`config.mk`:
```
export PLATFORM = sky130hd
export DESIGN_NAME = eco32_wb_bridge
export DESIGN_NICKNAME = d
export VERILOG_FILES = /design/src/rtl/eco32_wb_pkg.sv /design/src/rtl/eco32_wb_wbuf.sv /design/src/rtl/eco32_wb_bridge.sv
export SDC_FILE = /design/constraint.sdc
export NUM_CORES = 1
export LEC_CHECK = 0
export BUFFER_PORTS_ARGS = -buffer_cell sky130_fd_sc_hd__buf_2
export CAP_MARGIN = 25
export CORE_MARGIN = 2
export CORE_UTILIZATION = 40
export CTS_CLUSTER_SIZE = 12
export DETAILED_ROUTE_END_ITERATION = 12
export MAX_ROUTING_LAYER = met4
export PLACE_DENSITY_LB_ADDON = 0.12
export SLEW_MARGIN = 5
export SYNTH_ARGS = -nofsm -noshare
export SYNTH_HDL_FRONTEND = slang
export SYNTH_SLANG_ARGS = --single-unit
```
`constraint.sdc`:
```
create_clock -name wb_clk_i -period 8.2 [get_ports wb_clk_i]
set_input_delay 0.41 -clock wb_clk_i [delete_from_list [all_inputs] [get_ports wb_clk_i]]
set_output_delay 0.41 -clock wb_clk_i [all_outputs]
set_load 0.005 [all_outputs]
```
`src/rtl/eco32_wb_pkg.sv`:
```
// eco32_wb_pkg: bus size encodings, bridge FSM states and byte-lane helpers
// for the eco32 to Wishbone B3 bridge.
package eco32_wb_pkg;
  typedef enum logic [1:0] {SZ_BYTE, SZ_HALF, SZ_WORD} bus_size_e;
  typedef enum logic [1:0] {ST_IDLE, ST_WRITE, ST_READ, ST_RESP} wb_state_e;
  function automatic logic [3:0] lane_sel(input logic [1:0] size, input logic [1:0] a, input logic big_endian);
    logic [3:0] s;
    s = size == SZ_BYTE ? 4'b0001 << a : size == SZ_HALF ? (a[1] ? 4'b1100 : 4'b0011) : 4'b1111;
    return big_endian ? {s[0], s[1], s[2], s[3]} : s;
  endfunction
  function automatic logic [31:0] lane_wdata(input logic [1:0] size, input logic [31:0] d);
    return size == SZ_BYTE ? {4{d[7:0]}} : size == SZ_HALF ? {2{d[15:0]}} : d;
  endfunction
  // The select already encodes endianness, so extraction only follows the lanes.
  function automatic logic [31:0] lane_rdata(input logic [3:0] sel, input logic [31:0] d);
    case (sel)
      4'b1000: return {4{d[31:24]}};
      4'b0100: return {4{d[23:16]}};
      4'b0010: return {4{d[15:8]}};
      4'b0001: return {4{d[7:0]}};
      4'b1100: return {2{d[31:16]}};
      4'b0011: return {2{d[15:0]}};
      default: return d;
    endcase
  endfunction
endpackage

```
`src/rtl/eco32_wb_wbuf.sv`:
```
// eco32_wb_wbuf: posted-write FIFO of DEPTH entries, W bits wide; pointers wrap
// modulo DEPTH, so non-power-of-two depths are fine.
module eco32_wb_wbuf #(
  parameter int DEPTH = 4,
  parameter int W = 68
) (
  input  logic         wb_clk_i,
  input  logic         wb_rst_ni,
  input  logic         push,
  input  logic         pop,
  input  logic [W-1:0] din,
  output logic         full,
  output logic         empty,
  output logic [W-1:0] head
);
  localparam int PW = DEPTH > 1 ? $clog2(DEPTH) : 1;
  localparam int CW = $clog2(DEPTH + 1);
  localparam logic [PW-1:0] LAST = PW'(DEPTH - 1);
  logic [W-1:0] mem [DEPTH];
  logic [PW-1:0] wr_ptr, rd_ptr;
  logic [CW-1:0] count;
  logic do_push, do_pop;
  assign full = count == CW'(DEPTH);
  assign empty = count == '0;
  assign do_push = push & ~full;
  assign do_pop = pop & ~empty;
  assign head = mem[rd_ptr];
  always_ff @(posedge wb_clk_i)
    if (do_push) mem[wr_ptr] <= din;
  always_ff @(posedge wb_clk_i) begin
    if (!wb_rst_ni) begin
      wr_ptr <= '0;
      rd_ptr <= '0;
      count <= '0;
    end else begin
      if (do_push) wr_ptr <= wr_ptr == LAST ? '0 : wr_ptr + 1'b1;
      if (do_pop) rd_ptr <= rd_ptr == LAST ? '0 : rd_ptr + 1'b1;
      count <= count + CW'(do_push) - CW'(do_pop);
    end
  end
endmodule

```
`src/rtl/eco32_wb_bridge.sv`:
```
// eco32_wb_bridge: eco32 bus to Wishbone B3 classic master with posted writes.
// Define ECO32_WB_BRIDGE_TIMEOUT_EN to abort WB cycles after TIMEOUT_CYCLES.
module eco32_wb_bridge
  import eco32_wb_pkg::*;
#(
  parameter int AW = 32,
  parameter int WBUF_DEPTH = 4,
  parameter int BIG_ENDIAN = 1,
  parameter int TIMEOUT_CYCLES = 255
) (
  input  logic          wb_clk_i,
  input  logic          wb_rst_ni,
  input  logic          bus_en,
  input  logic          bus_wr,
  input  logic [1:0]    bus_size,
  input  logic [AW-1:0] bus_addr,
  input  logic [31:0]   bus_data_out,
  output logic [31:0]   bus_data_in,
  output logic          bus_wt,
  output logic          bus_err,
  output logic [AW-1:0] wb_adr_o,
  output logic [31:0]   wb_dat_o,
  output logic [3:0]    wb_sel_o,
  output logic          wb_we_o,
  output logic          wb_cyc_o,
  output logic          wb_stb_o,
  output logic [2:0]    wb_cti_o,
  output logic [1:0]    wb_bte_o,
  input  logic [31:0]   wb_dat_i,
  input  logic          wb_ack_i,
  input  logic          wb_err_i,
  output logic          wr_err_o
);
  localparam int EW = AW + 36;
  if (WBUF_DEPTH < 1 || WBUF_DEPTH > 8 || TIMEOUT_CYCLES < 1 || TIMEOUT_CYCLES > 65535) begin : g_bad_param
    $error("eco32_wb_bridge: parameter out of range");
  end
  wb_state_e state;
  logic full, empty, accept, pop, timeout, abort, done;
  logic [EW-1:0] head;
  logic [AW-1:0] head_adr;
  logic [3:0] head_sel;
  logic [31:0] head_dat;
  assign {head_adr, head_sel, head_dat} = head;
  assign accept = wb_rst_ni & bus_en & bus_wr & ~full;
  assign bus_wt = ~(accept | state == ST_RESP);
  assign abort = wb_err_i | (timeout & ~wb_ack_i);
  assign done = wb_ack_i | abort;
  assign pop = state == ST_WRITE & done;
  assign wb_cti_o = 3'b000;
  assign wb_bte_o = 2'b00;
  eco32_wb_wbuf #(.DEPTH(WBUF_DEPTH), .W(EW)) u_wbuf (
    .wb_clk_i (wb_clk_i),
    .wb_rst_ni(wb_rst_ni),
    .push     (accept),
    .pop      (pop),
    .din      ({bus_addr, lane_sel(bus_size, bus_addr[1:0], BIG_ENDIAN != 0), lane_wdata(bus_size, bus_data_out)}),
    .full     (full),
    .empty    (empty),
    .head     (head)
  );
`ifdef ECO32_WB_BRIDGE_TIMEOUT_EN
  logic [15:0] to_cnt;
  assign timeout = to_cnt == 16'(TIMEOUT_CYCLES - 1);
  always_ff @(posedge wb_clk_i)
    to_cnt <= (!wb_rst_ni || state == ST_IDLE) ? '0 : (state == ST_WRITE || state == ST_READ) ? to_cnt + 1'b1 : to_cnt;
`else
  assign timeout = 1'b0;
`endif
  // Buffered writes always drain before a read issues, keeping program order.
  always_ff @(posedge wb_clk_i) begin
    if (!wb_rst_ni) begin
      state <= ST_IDLE;
      wb_cyc_o <= 1'b0;
      wb_stb_o <= 1'b0;
      wb_we_o <= 1'b0;
      wb_adr_o <= '0;
      wb_dat_o <= '0;
      wb_sel_o <= '0;
      bus_data_in <= '0;
      bus_err <= 1'b0;
      wr_err_o <= 1'b0;
    end else begin
      bus_err <= 1'b0;
      wr_err_o <= 1'b0;
      case (state)
        ST_IDLE:
          if (!empty) begin
            wb_cyc_o <= 1'b1;
            wb_stb_o <= 1'b1;
            wb_we_o <= 1'b1;
            wb_adr_o <= head_adr;
            wb_sel_o <= head_sel;
            wb_dat_o <= head_dat;
            state <= ST_WRITE;
          end else if (bus_en && !bus_wr) begin
            wb_cyc_o <= 1'b1;
            wb_stb_o <= 1'b1;
            wb_we_o <= 1'b0;
            wb_adr_o <= bus_addr;
            wb_sel_o <= lane_sel(bus_size, bus_addr[1:0], BIG_ENDIAN != 0);
            state <= ST_READ;
          end
        ST_WRITE:
          if (done) begin
            wb_cyc_o <= 1'b0;
            wb_stb_o <= 1'b0;
            wr_err_o <= abort;
            state <= ST_IDLE;
          end
        ST_READ:
          if (done) begin
            wb_cyc_o <= 1'b0;
            wb_stb_o <= 1'b0;
            bus_data_in <= abort ? '0 : lane_rdata(wb_sel_o, wb_dat_i);
            bus_err <= abort;
            state <= ST_RESP;
          end
        default: state <= ST_IDLE;
      endcase
    end
  end
endmodule
```
# Word level (Yosys, flattened, before mapping)
# Memory sizes are Yosys's and may differ from the RTL's. A register that Yosys moved wholly into a read port is not among the register bits.
# Cells that the tools add are included.
[word_totals]
register_bits = 113
ramBits = 272
inputBits = 104
out_inout_bits = 111
wordCells = 90
n_memories = 1
[classes]
addsub = 4
n_eq_ne = 18
shifts = 1
n_mux = 29
n_bitwise = 11
reduce_logical = 14
[mem_list]
columns = ["name", "depth", "width", "read_ports", "rd_ports_with_merged_regs", "write_ports", "line_no", "text"]
rows = [
  ["u_wbuf.mem", 4, 68, 1, 1, 1, "eco32_wb_wbuf.sv:19", "logic [W-1:0] mem [DEPTH];"],
]
[op_table]
columns = ["op", "n"]
rows = [
  ["$pmux 32 s6", 1],
  ["$mux 32", 5],
  ["$mux 4", 5],
  ["$mux 2", 8],
  ["$reduce_and 2->1", 5],
  ["$eq 2x2->1 const B", 4],
  ["$eq 4x2->1 const B", 2],
  ["$eq 4x4->1 const B", 2],
  ["$mux 1", 8],
  ["$and 1x1->1", 6],
  ["$pmux 2 s3", 1],
  ["$reduce_and 3->1", 2],
  ["$add 2x1->2 const B", 2],
  ["$eq 2x1->1 const B", 2],
  ["$eq 4x1->1 const B", 1],
  ["$eq 4x3->1 const B", 1],
  ["$logic_not 2->1", 2],
  ["$ne 2x1->1 const B", 2],
  ["$ne 2x2->1 const B", 2],
  ["$shl 1x2->4 const A", 1],
  ["$add 3x1->3", 1],
  ["$eq 3x3->1 const B", 1],
  ["$logic_not 3->1", 1],
  ["$ne 3x3->1 const B", 1],
  ["other kinds (8)", 11],
]

# Depth between registers and ports, before layout
[depth]
depth_word = 6
mapped_depth = 11
ltp_nobuf = 11

# By module
# From an unflattened synthesis, not the netlist that was laid out.
[unflattened]
cells_unflattened = 1052
hier_area_um2 = 15867.7
[modules_own_cells]
columns = ["module", "instances", "cells_per_inst", "area_each_um2", "seq_area_each_um2"]
rows = [
  ["eco32_wb_wbuf", 1, 408, 10311.1, 8348.0],
  ["eco32_wb_bridge", 1, 644, 5556.6, 2122.0],
]

# Least setup slack after synthesis
# No wires, ideal clock.
[synth_timing]
path_kind = "reg-to-reg"
start = "register u_wbuf.count[1]"
end = "memory u_wbuf.mem[0][0], enable pin"
setup_time_ns = 0.433
arrival_ns = 2.403
t_required_ns = 7.767
setup_slack_ns = 5.364
path_stages_with_launch = 4
n_path_buf = 0
synth_period_minus_slack_ns = 2.836
path_cell_list = "dfxtp_1 -> nor2_1 -> a21oi_2 -> and2_1"
[synth_via]
elab_chain_len = 6
[synth_lines]
columns = ["item", "line_no", "text"]
rows = [
  ["start: declaration", "eco32_wb_wbuf.sv:21", "logic [CW-1:0] count;"],
  ["start signal: assignment", "eco32_wb_wbuf.sv:38", "count <= count + CW'(do_push) - CW'(do_pop);"],
  ["$eq 3x3->1 *", "eco32_wb_wbuf.sv:23", "assign full = count == CW'(DEPTH);"],
  ["$not 1->1 *", "eco32_wb_wbuf.sv:25, eco32_wb_bridge.sv:45", ""],
  ["$and 1x1->1", "eco32_wb_bridge.sv:45", "assign accept = wb_rst_ni & bus_en & bus_wr & ~full;"],
  ["$and 1x1->1 *", "eco32_wb_wbuf.sv:25", "assign do_push = push & ~full;"],
  ["net u_wbuf.do_push", "eco32_wb_wbuf.sv:22", "logic do_push, do_pop;"],
  ["$mux 1 *", "eco32_wb_wbuf.sv:29", "if (do_push) mem[wr_ptr] <= din;"],
  ["$mux 1 (implied by the code) *", "eco32_wb_wbuf.sv:29", ""],
  ["end: declaration", "eco32_wb_wbuf.sv:19", ""],
]
# The timed path passes the listed nets; every way through them passes the cells marked *.

# Final worst setup path
[layout_timing]
start = "input wb_rst_ni"
end = "memory u_wbuf.mem[2][37], enable pin"
[layout_via]
elab_chain_len = 6
[layout_lines]
columns = ["item", "line_no", "text"]
rows = [
  ["start: declaration", "eco32_wb_bridge.sv:12", "input logic wb_rst_ni,"],
  ["$and 1x1->1 (3 in series)", "eco32_wb_bridge.sv:45", ""],
  ["$and 1x1->1", "eco32_wb_wbuf.sv:25", ""],
  ["net u_wbuf.do_push", "eco32_wb_wbuf.sv:22", ""],
  ["$mux 1", "eco32_wb_wbuf.sv:29", ""],
  ["$mux 1 (implied by the code)", "eco32_wb_wbuf.sv:29", ""],
]
# The timed path passes the listed nets, and every way through them passes these cells.

==> flow_summary.yaml <==
clock_network:
  cts_hold_buf: 0
  cts_setup_buffers: 0
  clockBufferDepth: 3
  htree_num_levels: 2
  numCtsBuffers: 42
  cts-root-buf: "clkbuf_16"
  clk-insertion-delay-late_ns: 0.55
  clk_pin_slew_worst_paths_ns: 0.06
  tritoncts: "built"
  cts_resized: 0
  clock_sinks: 387
place:
  io_buffers: 209
  dp_hpwl_mm: 22.7
  gp_congestion: 0.818
synthesis:
  ys_warn_count: 0
  seq_area_frac_synth_pct: 67.2
  synth_edf_count: 272
  synth_flop_cell: "edfxtp_1"
  synth-xor-area-share_pct: 0.217
  synth_top_family_by_area: "multiplexers"
  muxShareOfSynthArea_pct: 11.8
  synth-adder-area-share_pct: 0.931
  avgSynthCellArea_um2: 14.7
  synth-async-reset-ratio_pct: 0
  ys_types: 51
  postSynthCellCount: 1063
  synth-compound-area-share_pct: 9.97
  ys_top_cells_by_area: "edfxtp_1 (52%), dfxtp_1 (15%), mux4_2 (9.8%)"
  yosys.area_share.simple_pct: 6.91
  synth_seq_cells: 387
  yosys.area.top_type_share_pct: 52.4
  yosysTopAreaCell: "edfxtp_1"
  syn_area_um2: 15600
hold_path:
  whs_endpoint: "u_wbuf.mem[1][61]"
  hold_path.class: "in2reg"
  hp-start: "bus_addr[25]"
  min_delay_path_depth: 1
power:
  finalPower_uw: 5240
  clockPowerShare_pct: 34.3
  power_frac_seq_pct: 45.3
  leakagePower_uw: 0.00647
  irDropWorstVdd_mv: 0.159
  p_per_area_nw_per_um2: 285
  switching_share_pct: 29.0
  p_sw_uw: 1520
  p_comb_share_pct: 20.4
  intPower_uw: 3720
global_routing:
  grt_first_pass_wirelength_mm: 57.5
  grt_pass1_vias: 9672
  grt_overflow: 0
  grt_usage_pct: 19.1
  antenna_found_initial: 0
  grt_start_max_net_pins: 88
setup_path:
  worst_r2r_path_depth: 4
  crit_arrival_ns: 2.92
  required_ns: 8.37
  endpoint_kind: "register"
  crit_type: "in2reg"
  start_kind: "primary input"
  path_max_fanout: 87
  worstReg2RegEnd: "wb_adr_o[4]"
  reg2reg_slack_ns: 5.67
timing:
  fmax_ghz: 0.363
  clock_skew_ns: 0.0116
  tns_ns: 0
  finalCritPeriodShare_pct: 33.6
  tightestPinTransition_ns: 0.997
  slew_headroom_pct: 33.4
  layout_min_cycle_time_ns: 2.75
  rsz0062_at_grt: "false"
  drv_slew: 0
  finalHoldViolations: 0
  setup-violations-final: 0
route:
  drt-initial-drc-count: 471
  wire_per_inst_um: 20.7
  routed_wl_mm: 37.5
  num_vias: 9500
  drc: 0
  viasPerCell: 5.25
  firstDrtPassIters: 4
  antenna_left: 0
outcome:
  outcome: "finished, final reports clean"
job:
  maxCapViolations: 0
floorplan:
  start_util_pct: 40.4
  io_pins: 215
  rows: 72
  die-area_um2: 40600
  die_h_um: 201
  fp.dieW_um: 201
  coreArea_um2: 38600
layout:
  area_growth_pct: 18.0
  nNetsFinal: 1373
  drive_gt1_share_pct: 29.8
==> cells in the mapped netlist (6+ instances only) <==
| master | n |
|---|---|
| mux2i_1 | 13 |
| a211oi_2 | 10 |
| mux2_2 | 16 |
| a21boi_1 | 31 |
| nor2b_1 | 25 |
| edfxtp_1 | 272 |
| and2_1 | 8 |
| buf_2 | 16 |
| a22o_1 | 16 |
| buf_6 | 10 |
| dfxtp_1 | 115 |
| buf_4 | 12 |
| a31oi_1 | 14 |
| nand2_1 | 134 |
| inv_1 | 6 |
| mux4_2 | 68 |
| o21ai_1 | 29 |
| nand3b_1 | 16 |
| o22ai_1 | 22 |
| ha_1 | 10 |
| a211oi_1 | 6 |
| a21oi_1 | 9 |
| clkbuf_1 | 35 |
| o21ai_0 | 98 |
| nor2_1 | 31 |
==> worst max-delay path by stage <==
stage	start	endpoint	slack, ns	cells past startpoint
2_1_floorplan	u_wbuf.count[1]	u_wbuf.mem[0][0]	5.36	3
3_3_place_gp	wb_rst_ni	u_wbuf.mem[3][12]	4.84	6
3_5_place_dp	wb_rst_ni	u_wbuf.mem[2][60]	4.80	6
4_1_cts	wb_rst_ni	u_wbuf.mem[2][49]	5.37	6
5_1_grt	wb_rst_ni	u_wbuf.mem[3][41]	5.19	6
6_report	wb_rst_ni	u_wbuf.mem[2][37]	5.45	6
==> area by class of cell <==
| type | instances | area, um2 |
|---|---|---|
| flip-flops and latches | 387 | 10500 |
| well taps | 518 | 648 |
| inverters | 6 | 22.5 |
| clock inverters | 14 | 146 |
| multi-input cells | 596 | 4710 |
| repair buffers | 225 | 1230 |
| clock buffers | 64 | 1150 |
| fillers | 3494 | 20200 |
| diodes | 1 | 2.50 |
==> critical path, stage by stage <==
cell     delay (ns)
buf_2          0.07
buf_4          0.67
nand3_1        0.19
a21oi_2        0.36
and2_4         0.54
buf_4          0.62
==> kinds of logic after synthesis <==
| family | Yosys count |
|---|---|
| DFF | 387 |
| muxes | 97 |
| adders and majority gates | 11 |
| buffers and inverters | 84 |
| AOI/OAI and AO/OA | 248 |
| xor gates and xnor gates | 3 |
| other | 1 |
| and+or+nand+nor | 232 |
==> per-stage QoR <==
stage               hold slack, ns  setup WS [ns]  util [%]  instances  area [um2]
finish                       0.104           5.45      47.7       1811       18400
global route                0.0795           5.19      47.7       1810       18400
CTS                         0.0798           5.37      47.6       1808       18400
detailed placement           0.439           4.80      44.2       1730       17100
global placement             0.432           4.84      44.1       1727       17000
floorplan                    0.443           5.36         -       1067       15600
==> cell usage in the layout, fill, tap and decap left out, types with 11 or more instances in the layout <==
cell type / instances
a22o_1: 16
clkbuf_1: 21
o22ai_1: 22
buf_4: 11
nand3b_1: 16
mux2i_1: 13
o21ai_1: 29
mux4_2: 68
buf_2: 209
o21ai_0: 98
mux2_2: 16
a31oi_1: 14
nand2_1: 134
dfxtp_1: 113
clkbuf_16: 43
edfxtp_1: 272
a21boi_1: 30
nor2b_1: 25
nor2_1: 31
==> flip-flops by register name (all words and copies together) (netlist names), named ones only <==
signal	flops
bus_data_in	32
wb_we_o	1
wb_stb_o	1
u_wbuf.mem	272
wb_sel_o	4
u_wbuf.wr_ptr	2
bus_err	1
wr_err_o	1
u_wbuf.count	3
u_wbuf.rd_ptr	2
wb_dat_o	32
state	2
wb_adr_o	32
==> power groups by stage <==
| stage | sequential, uW | combinational, uW | clock, uW |
|---|---|---|---|
| final | 2370 | 1070 | 1800 |
| after global routing | 2390 | 1190 | 1920 |
| after floorplan | 2370 | 705 | 0 |
| after global placement | 2410 | 1050 | 0 |
| after CTS | 2370 | 1080 | 1850 |
| after detailed placement | 2410 | 1080 | 0 |
==> layer usage <==
layer  vias to the layer above  wire length (um)  GRT usage (%)  share of wire [%]
met5                         -                 0              -                  0
met4                         0               720           4.65                1.9
met3                        59              2080           3.43                5.5
met2                       292             17800           30.6                 47
met1                      4737             16900           25.4                 45
li1                       4412                 -              -                  -
Note: power is estimated with default switching activity, not from simulation.
